--- src/rtl/key_ctrl.sv ---
// Front-panel key controller: debounces four active-low buttons and drives the
// display mode, edit-field, blink and stopwatch control bus.
module key_ctrl #(
  parameter int unsigned DEBOUNCE_CYC = 1_000_000,
  parameter int unsigned BLINK_CYC    = 25_000_000,
  parameter int unsigned EDIT_TIMEOUT = 20
) (
  input  logic       clk,
  input  logic       rst_n,
  input  logic [3:0] key,
  output logic [3:0] mode_set,
  output logic [5:0] mode_seg,
  output logic       flag_s,
  output logic       edit,
  output logic [1:0] field_sel,
  output logic       inc,
  output logic       dec,
  output logic       sw_run,
  output logic       sw_clr
);

  localparam int unsigned DB_W = (DEBOUNCE_CYC > 1) ? $clog2(DEBOUNCE_CYC) : 1;
  localparam int unsigned BL_W = (BLINK_CYC > 1) ? $clog2(BLINK_CYC) : 1;
  localparam int unsigned TO_W = $clog2(EDIT_TIMEOUT + 1);
  localparam logic [DB_W-1:0] DB_LAST = DB_W'(DEBOUNCE_CYC - 1);
  localparam logic [BL_W-1:0] BL_LAST = BL_W'(BLINK_CYC - 1);
  localparam logic [TO_W-1:0] TO_LAST = TO_W'(EDIT_TIMEOUT - 1);
  localparam logic [3:0] MODE_SW = 4'b0100;

  typedef enum logic [1:0] {IDLE, EDIT0, EDIT1, EDIT2} state_t;

  logic [3:0]            s1, s2, db, press;
  logic [3:0][DB_W-1:0]  cnt;

  // Synchronizer + debounce; press fires in the cycle db falls
  always_ff @(posedge clk or negedge rst_n) begin
    if (!rst_n) begin
      s1    <= '1;
      s2    <= '1;
      db    <= '1;
      press <= '0;
      cnt   <= '0;
    end else begin
      s1 <= key;
      s2 <= s1;
      for (int i = 0; i < 4; i++) begin
        press[i] <= 1'b0;
        if (s2[i] == db[i]) begin
          cnt[i] <= '0;
        end else if (cnt[i] == DB_LAST) begin
          db[i]    <= s2[i];
          cnt[i]   <= '0;
          press[i] <= ~s2[i];
        end else begin
          cnt[i] <= cnt[i] + DB_W'(1);
        end
      end
    end
  end

  logic ev_mode, ev_set, ev_up, ev_dn;

  // Single winning event per cycle: SET > MODE > UP > DOWN
  always_comb begin
    ev_set  = press[1];
    ev_mode = press[0] & ~press[1];
    ev_up   = press[2] & ~press[1] & ~press[0];
    ev_dn   = press[3] & ~(|press[2:0]);
  end

  state_t            state, state_d;
  logic [3:0]        mode_set_d;
  logic [5:0]        mode_seg_d;
  logic              flag_d, edit_d, inc_d, dec_d, sw_run_d, sw_clr_d;
  logic [1:0]        field_sel_d;
  logic [BL_W-1:0]   blink_cnt, blink_cnt_d;
  logic [TO_W-1:0]   to_cnt, to_cnt_d;
  logic              blink_wrap;

  always_comb begin
    state_d     = state;
    mode_set_d  = mode_set;
    field_sel_d = field_sel;
    sw_run_d    = sw_run;
    inc_d       = 1'b0;
    dec_d       = 1'b0;
    sw_clr_d    = 1'b0;
    edit_d      = 1'b0;
    mode_seg_d  = 6'b111111;
    blink_wrap  = (blink_cnt == BL_LAST);
    blink_cnt_d = blink_wrap ? '0 : blink_cnt + BL_W'(1);
    flag_d      = blink_wrap ? ~flag_s : flag_s;
    to_cnt_d    = to_cnt;

    case (state)
      IDLE: begin
        to_cnt_d = '0;
        if (ev_set) begin
          if (mode_set != MODE_SW) state_d = EDIT0;
        end else if (ev_mode) begin
          mode_set_d = {mode_set[2:0], mode_set[3]};
        end else if (mode_set == MODE_SW) begin
          if (ev_up)                sw_run_d = ~sw_run;
          else if (ev_dn && !sw_run) sw_clr_d = 1'b1;
        end
      end
      default: begin
        if (ev_set) begin
          case (state)
            EDIT0:   state_d = EDIT1;
            EDIT1:   state_d = EDIT2;
            default: state_d = IDLE;
          endcase
        end else if (ev_up || ev_dn) begin
          inc_d    = ev_up;
          dec_d    = ev_dn;
          to_cnt_d = '0;
        end else if (blink_wrap) begin
          if (to_cnt == TO_LAST) state_d = IDLE;
          else                   to_cnt_d = to_cnt + TO_W'(1);
        end
      end
    endcase

    // Any state entry restarts the timeout; entering an edit state shows the digits at once
    if (state_d != state) begin
      to_cnt_d = '0;
      if (state_d != IDLE) begin
        blink_cnt_d = '0;
        flag_d      = 1'b1;
      end
    end

    case (state_d)
      EDIT0: begin edit_d = 1'b1; field_sel_d = 2'd0; mode_seg_d = 6'b001111; end
      EDIT1: begin edit_d = 1'b1; field_sel_d = 2'd1; mode_seg_d = 6'b110011; end
      EDIT2: begin edit_d = 1'b1; field_sel_d = 2'd2; mode_seg_d = 6'b111100; end
      default: ;
    endcase
  end

  always_ff @(posedge clk or negedge rst_n) begin
    if (!rst_n) begin
      state     <= IDLE;
      mode_set  <= 4'b0001;
      mode_seg  <= 6'b111111;
      flag_s    <= 1'b1;
      edit      <= 1'b0;
      field_sel <= 2'd0;
      inc       <= 1'b0;
      dec       <= 1'b0;
      sw_run    <= 1'b0;
      sw_clr    <= 1'b0;
      blink_cnt <= '0;
      to_cnt    <= '0;
    end else begin
      state     <= state_d;
      mode_set  <= mode_set_d;
      mode_seg  <= mode_seg_d;
      flag_s    <= flag_d;
      edit      <= edit_d;
      field_sel <= field_sel_d;
      inc       <= inc_d;
      dec       <= dec_d;
      sw_run    <= sw_run_d;
      sw_clr    <= sw_clr_d;
      blink_cnt <= blink_cnt_d;
      to_cnt    <= to_cnt_d;
    end
  end

endmodule
--- config.mk ---
export PLATFORM = sky130hd
export DESIGN_NAME = key_ctrl
export DESIGN_NICKNAME = d
export VERILOG_FILES = /design/src/rtl/key_ctrl.sv
export SDC_FILE = /design/constraint.sdc
export NUM_CORES = 1
export LEC_CHECK = 0
export BUFFER_PORTS_ARGS = -buffer_cell sky130_fd_sc_hd__buf_2
export CAP_MARGIN = 10
export CORE_MARGIN = 5
export CORE_UTILIZATION = 60
export CTS_BUF_LIST = sky130_fd_sc_hd__clkbuf_4
export CTS_CLUSTER_SIZE = 40
export DETAILED_ROUTE_END_ITERATION = 10
export GPL_TIMING_DRIVEN = 0
export PLACE_DENSITY = 0.8
export SLEW_MARGIN = 25
export SYNTH_ARGS = -nofsm -noshare
export SYNTH_HDL_FRONTEND = slang
export SYNTH_SLANG_ARGS = --single-unit
--- constraint.sdc ---
create_clock -name clk -period 2.7 [get_ports clk]
set_input_delay 0.54 -clock clk [delete_from_list [all_inputs] [get_ports clk]]
set_output_delay 0.54 -clock clk [all_outputs]
set_load 0.01 [all_outputs]
==> summary.md, run 1 <==
| Metric | Value |
|---|---|
| Fillers | around 920 |
| Max-cap violations | 0 |
| Synth cell count leaders | 126 x dfrtp_1, 121 x nor2_1, 55 x xnor2_1 |
| Status | finished clean |
| CP Data Arrival Time | around 2.9 ns |
| Initial core utilization | 0.610 |
| Most instantiated library cell after synthesis | dfrtp_1 |
| Worst EP required | ~3.2 ns |
| Seq/Total Area, Yosys | 0.517 |
| I/O Buffers | 23 |
| Cell internal pwr | ~2.8 mW |
| Synth area leaders | dfrtp_1 45%, xnor2_1 6.9%, nor2_1 6.5% |
| Diode count | 0 |
| Cells on worst reg2reg path | 8 |
| CTS max path bufs | 2 |
| CTS Hold Bufs | 1 |
| Ys flop type | dfrtp_1 |
| Min cycle time layout | approximately 2.5 ns |
| Fmax | 0.407 GHz |
| Initial antenna violation count | 0 |
| Placer Congestion | about 0.86 |
| Syn_area_per_cell | slightly above 10 sq um |
| WL final | 13100 microns |
| Slowest cell on crit path | dfrtp_1 |
| Worst Path Buf+Inv | 2 |
| ANT nets after route | 0 |
| Final hold slack | 0.0780 ns |
| NetSw | approximately 0.86 mW |
| Combinational share of power | 0.029 |
| Post-Syn Nets | just under 700 |
| Post-CTS Setup Inserts | 0 |
| CP Launch Type | flop |
| PD cells | between 400 and 500 nW/um^2 |
| Area growth, synth to finish | 8.86% |
| CTS Buf Count | 17 |
| Worst-margin pin slew | between 0.6 and 0.7 ns |
| Number of global-route vias before repair | 5257 |
| Area share of the largest cell type after synthesis | 0.453 |
| Async SR Flop Fraction | 1.00 |
| Iter 0 DRT Violations | roughly 380 |
| CTS root buffer | clkbuf_4 |
| Maximum vdd drop | between 0.0004 and 0.0005 V |
| Cell row count | 39 |
| Post-DP HPWL | 9170 microns |
| Die height | 118 microns |
| Synth warnings | 0 |
| Cell taking the most area after synthesis | dfrtp_1 |
| Final Skew | about 0.019 ns |
| Via count | 5006 |
| Min-Delay Path Class | primary input to flop |
| # IOs | 24 |
| GRT overflow | 0 |
| DRC viols | 0 |
| CP Depth | 8 |
| NumNets Final | 729 |
| Setup CP Type | flop to flop |
| EDFF count, synth | 0 |
| Clock Power Share | 0.370 |
| Synth unique cells | between 60 and 70 |
| RSZ-0062 raised after global routing | false |
| Top Family by Delay on Critical Path | compound AO/OA/AOI/OAI gates |
| CTS clock-pin slew for the worst setup and hold paths | 0.12 ns |
| Total negative slack | 0 ns |
| Core region area | about 11000 sq um |
| Final hold violations | 0 |
| Die Area | between 10000 and 15000 sq um |
| Part of the power in registers | 0.600 |
| H-tree depth | 4 |
| Worst slack at placement | between 0.2 and 0.3 ns |
| Rel. slew slack | 0.582 |
| Die X | between 100 and 150 microns |
| Mapped Area | 6960 sq um |
| Share of layout cells above drive strength 1 | 0.170 |
| Post-Synthesis Cells | between 600 and 700 |
| TritonRoute pass-1 iters | 5 |
| Crit-path cells | inv_1, ha_1, and3b_1, a211o_1, o221ai_2, o21ai_2, buf_4, nor2_1 |
| Sw frac | 0.236 |
| Post-cts sizing count | 0 |
| Vias per cell | 5.75 |
| Global-route wire length before repair | 23600 microns |
| #FFs+latches synth | roughly 140 |
| Clk_lat worst skew | 0.56 ns |
| Final slew viol count | 0 |
| Sink Count | ~140 |
| CTS tree | yes |
| Largest net degree at the start of global routing | approximately 80 |
| CP peak stage delay | just under 0.5 ns |
| Setup crit end kind | flop |
| Post-DR wirelength/cell | between 15 and 20 microns |
| Worst hold stages | 1 |
| # setup viols final | 0 |
| Final period util | 0.911 |
| Layout Utilization | 0.664 |
| Final worst setup slack | around 0.24 ns |
| Worst Path Max Fanout | 10 |
| Global Route Usage Sum | 0.203 |
| Static leakage | roughly 3.3 nW |
[final timing paths]
path / start / to / slack [ns]
max: state[0]$_DFF_PN0_ / blink_cnt[20]$_DFF_PN0_ / 0.24
min: key[3] / s1[3]$_DFF_PN1_ / 0.08
max reg2reg: state[0]$_DFF_PN0_ / blink_cnt[20]$_DFF_PN0_ / 0.24
min reg2reg: s1[1]$_DFF_PN1_ / s2[1]$_DFF_PN1_ / 0.35
max in group asynchronous: rst_n / s1[1]$_DFF_PN1_ / 1.41
min in group asynchronous: rst_n / cnt[75]$_DFF_PN0_ / 0.51
[power groups by stage]
stage / Sequential (mW) / Combinational [mW] / Clock, mW
finish: 2.19 / 0.106 / 1.35
global route: 2.19 / 0.126 / 1.47
CTS: 2.19 / 0.111 / 1.38
detailed placement: 2.23 / 0.109 / 0
global placement: 2.23 / 0.0984 / 0
floorplan: 2.22 / 0.0451 / 0
[final cells by class]
type / count / area, sq um / area share
plain buffers: 18 / 115 / 0.0152
clock buffers: 21 / 158 / 0.0208
clock inverters: 11 / 118 / 0.0155
inverters: 12 / 45.0 / 0.00594
multi-input cells: 498 / 3200 / 0.423
flip-flops and latches: 143 / 3600 / 0.475
well taps: 143 / 179 / 0.0236
repair buffers: 25 / 163 / 0.0215
[cell families after synthesis]
group	count (synthesis)	share of synthesized area
and+or+nand+nor	351	0.270
xor gates and xnor gates	106	0.133
DFF	143	0.517
muxes	10	0.0165
AOI/OAI and AO/OA	23	0.0259
adders and majority gates	8	0.0144
buffers and inverters	30	0.0230
[stage by stage]
stage | instance area, sq um | std cells | power (mW)
2_1_floorplan | 6960 | 671 | 2.27
3_3_place_gp | 7260 | 837 | 2.33
3_5_place_dp | 7290 | 838 | 2.34
4_1_cts | 7580 | 871 | 3.68
5_1_grt | 7580 | 871 | 3.79
6_report | 7580 | 871 | 3.65
[sequential cells by signal, summed over array words and instances, names as in the netlist]
signal	flops
s2	4
s1	4
inc	1
state	2
press	4
blink_cnt	25
field_sel	2
dec	1
cnt	80
mode_seg	3
sw_run	1
sw_clr	1
db	4
mode_set	4
edit	1
to_cnt	5
flag_s	1
[layer usage]
| metal | vias to the layer above | GRT usage | part of all wire |
|---|---|---|---|
| met3 | 26 | 0.0437 | 0.033 |
| met4 | 0 | 0.0760 | 0.018 |
| li1 | 2396 | - | - |
| met5 | - | 0 | 0 |
| met1 | 2495 | 0.252 | 0.44 |
| met2 | 89 | 0.348 | 0.51 |
[cell usage in the layout (no fill, tap or decap), types with 5 or more instances in the layout]
cell | synthesis | final
dfrtp_1 | 126 | 126
nor2_1 | 121 | 121
xnor2_1 | 55 | 55
xor2_1 | 51 | 51
nand2_1 | 40 | 40
nand3_1 | 40 | 40
buf_2 | 7 | 29
nand4_1 | 25 | 25
clkbuf_4 | 0 | 21
nor3_1 | 20 | 20
and3_1 | 17 | 17
nor4_1 | 17 | 17
dfstp_2 | 17 | 17
inv_1 | 12 | 12
and4_1 | 12 | 12
nor2_2 | 11 | 11
mux2_2 | 8 | 8
ha_1 | 8 | 8
nand2b_1 | 6 | 6
o21ai_0 | 6 | 6
nor4b_1 | 6 | 6
buf_4 | 6 | 6
nor3b_1 | 5 | 5
Power figures use the tool's default switching activity.
==> run 2: changes to the inputs <==
--- a/config.mk
+++ b/config.mk
@@ -8,12 +8,12 @@
 export BUFFER_PORTS_ARGS = -buffer_cell sky130_fd_sc_hd__buf_2
 export CAP_MARGIN = 10
 export CORE_MARGIN = 5
-export CORE_UTILIZATION = 60
+export CORE_UTILIZATION = 58
 export CTS_BUF_LIST = sky130_fd_sc_hd__clkbuf_4
 export CTS_CLUSTER_SIZE = 40
 export DETAILED_ROUTE_END_ITERATION = 10
 export GPL_TIMING_DRIVEN = 0
-export PLACE_DENSITY = 0.8
+export PLACE_DENSITY = 0.88
 export SLEW_MARGIN = 25
 export SYNTH_ARGS = -nofsm -noshare
 export SYNTH_HDL_FRONTEND = slang
==> constraint.sdc (replaced) <==
create_clock -name clk -period 2.18 [get_ports clk]
set_input_delay 0.436 -clock clk [delete_from_list [all_inputs] [get_ports clk]]
set_output_delay 0.436 -clock clk [all_outputs]
set_load 0.01 [all_outputs]
==> summary.md, run 2 (same netlist as run 1, synthesis figures left out) <==
| Metric | Value |
|---|---|
| CTS tree | yes |
| Most frequent cells in the layout | 124 x dfrtp_1, 120 x nor2_1, 55 x xnor2_1, 51 x xor2_1, 40 x nand3_1 |
| Cell internal pwr | 3.31 mW (+19%) |
| DRC viols | 0 (unchanged) |
| Setup CP Type | flop to flop |
| Via count | 5105 (+2.0%) |
| Global-route wire length before repair | 23700 microns (+0.50%) |
| CP Launch Type | flop |
| Vias per cell | 5.74 (-0.20%) |
| Status | finished clean |
| Final slew viol count | 0 (unchanged) |
| Number of global-route vias before repair | 5125 (-2.5%) |
| Core region area | 11900 sq um (+4.3%) |
| Top Registers | cnt: 80 flops, blink_cnt: 25 flops, to_cnt: 5 flops |
| # setup viols final | 0 (unchanged) |
| Rel. slew slack | 0.627 (+0.0449) |
| CTS clock-pin slew for the worst setup and hold paths | 0.13 ns (about the same) |
| Part of the power in registers | 0.610 (+0.010) |
| H-tree depth | 4 (unchanged) |
| Crit-path cells | nor4_1, nand4_1, nor4_4, a21o_2, mux2_2 |
| Worst Path Buf+Inv | 0 (-2) |
| Final worst setup slack | 0.0554 ns (-0.185 ns) |
| Initial antenna violation count | 1 (+1) |
| Max FFs per register | 80 (unchanged) |
| Fmax | 0.471 GHz (+16%) |
| Cell row count | 40 (+2.6%) |
| Final hold violations | 0 (unchanged) |
| Combinational share of power | 0.032 (+0.003) |
| PD cells | 570 nW/um^2 (+18%) |
| Clock Power Share | 0.358 (-0.012) |
| Iter 0 DRT Violations | 413 (+9.8%) |
| Post-DP HPWL | 9290 microns (+1.3%) |
| Post-DR wirelength/cell | 15.5 microns (+3.0%) |
| CTS root buffer | clkbuf_4 |
| TritonRoute pass-1 iters | 5 (unchanged) |
| ANT nets after route | 0 (unchanged) |
| Clk_lat worst skew | 0.53 ns (-0.03 ns) |
| I/O Buffers | 23 (unchanged) |
| Area growth, synth to finish | 12.0% |
| Die X | 120 microns (+1.6%) |
| Setup crit end kind | flop |
| Global Route Usage Sum | 0.202 (-0.00105) |
| NetSw | 1.14 mW (+32%) |
| Top Family by Delay on Critical Path | simple AND/OR/NAND/NOR gates |
| Die height | 120 microns (+1.6%) |
| Max-cap violations | 0 (unchanged) |
| Worst Path Max Fanout | 6 (-4) |
| Min-Delay Path Class | flop to flop |
| Placer Congestion | 0.880 (+1.8%) |
| Initial core utilization | 0.585 (-0.0252) |
| GRT overflow | 0 (unchanged) |
| # IOs | 24 (unchanged) |
| Worst EP required | 2.61 ns (-0.57 ns) |
| CTS Buf Count | 17 (unchanged) |
| Final Skew | 0.0179 ns (-0.000639 ns) |
| Maximum vdd drop | 0.000453 V (-5.6%) |
| NumNets Final | 743 (+1.9%) |
| Die Area | 14300 sq um (+3.2%) |
| Min cycle time layout | 2.12 ns (-0.335 ns) |
| Largest net degree at the start of global routing | 88 (+8.6%) |
| Placed cell area | 7300 sq um (about the same) |
| CP Data Arrival Time | 2.55 ns (-0.39 ns) |
| Final period util | 0.975 (+0.0636) |
| CTS max path bufs | 2 (unchanged) |
| Static leakage | 3.35 nW (+2.0%) |
| Cell area after layout | 7800 sq um (+2.9%) |
| Top reg by flops | cnt |
| Share of layout cells above drive strength 1 | 0.197 (+0.0264) |
| Leading cell type in the layout, fill and taps excluded | dfrtp_1 |
| CP peak stage delay | 0.45 ns (-0.04 ns) |
| Slowest cell on crit path | dfrtp_1 |
| Worst slack at placement | -0.216 ns (-0.469 ns) |
| Sink Count | 143 (unchanged) |
| WL final | 13800 microns (+5.2%) |
| Worst-margin pin slew | 0.554 ns (-0.0697 ns) |
| Sw frac | 0.256 (+0.0198) |
-- run 2: cell types whose count changed in the layout (fill, tap and decap cells not counted), sizes merged, moves of 2 or more --
cell / before / now
clkinvlp: 2 / 4
inv: 14 / 17
clkbuf: 25 / 20
dlygate4sd3: 1 / 5
buf: 38 / 49
-- run 2: metal layers --
layer	vias to the layer above	GRT usage	share of wire	wire length, microns
met1	2523	0.252	0.43	5920
met2	126	0.347	0.52	7120
li1	2429	-	-	-
met5	-	0	0	0
met4	0	0.0644	0.018	249
met3	27	0.0490	0.038	530
-- run 2: path summary, 6_finish.rpt --
| check | from | cells past startpoint | endpoint | slack [ns] |
|---|---|---|---|---|
| worst max-delay path | blink_cnt[6]$_DFF_PN0_ | 5 | field_sel[1]$_DFFE_PN0N_ | 0.06 |
| worst max register to register | blink_cnt[6]$_DFF_PN0_ | 5 | field_sel[1]$_DFFE_PN0N_ | 0.06 |
| max in group asynchronous | rst_n | 3 | s1[3]$_DFF_PN1_ | 0.96 |
| min in group asynchronous | rst_n | 2 | cnt[46]$_DFF_PN0_ | 0.41 |
| worst min-delay path | s1[1]$_DFF_PN1_ | 0 | s2[1]$_DFF_PN1_ | 0.36 |
| worst min register to register | s1[1]$_DFF_PN1_ | 0 | s2[1]$_DFF_PN1_ | 0.36 |
-- run 2: what timing repair did --
item                                   CTS  global route
buffers inserted                         7             5
endpoints found under the hold margin   56             0
setup endpoints to repair               40            49
gates resized for setup                 12             8
pin swaps                                7             3
hold buffers                             5             0
-- run 2: cell type report --
class                      instances  area, sq um
clock buffer                      17          128
tap                              147          184
buffer                            16          116
multi-input combinational        498         3280
inverter                          12         45.0
fill                             893         4120
clock inverter                    15          135
timing repair buffer              41          305
sequential                       143         3600
antenna                            1         2.50
-- run 2: through the flow --
step                      setup TNS (ns)  power (mW)  std cells  hold slack [ns]   util
after floorplan                        0        2.81        671            0.140      -
after global placement           -153.83        2.88        841            0.347  0.610
after detailed placement           -3.64        2.90        842            0.347  0.613
after CTS                              0        4.48        885            0.362  0.648
after global routing             -0.0484        4.63        890            0.370  0.655
final                                  0        4.44        890            0.365  0.655
-- run 2: power by group through the flow --
stage / logic (mW) / clock network [mW] / registers [mW]
after CTS: 0.144 / 1.63 / 2.71
after detailed placement: 0.135 / 0 / 2.76
after global placement: 0.120 / 0 / 2.76
after global routing: 0.163 / 1.75 / 2.72
after floorplan: 0.0559 / 0 / 2.75
final: 0.141 / 1.59 / 2.71
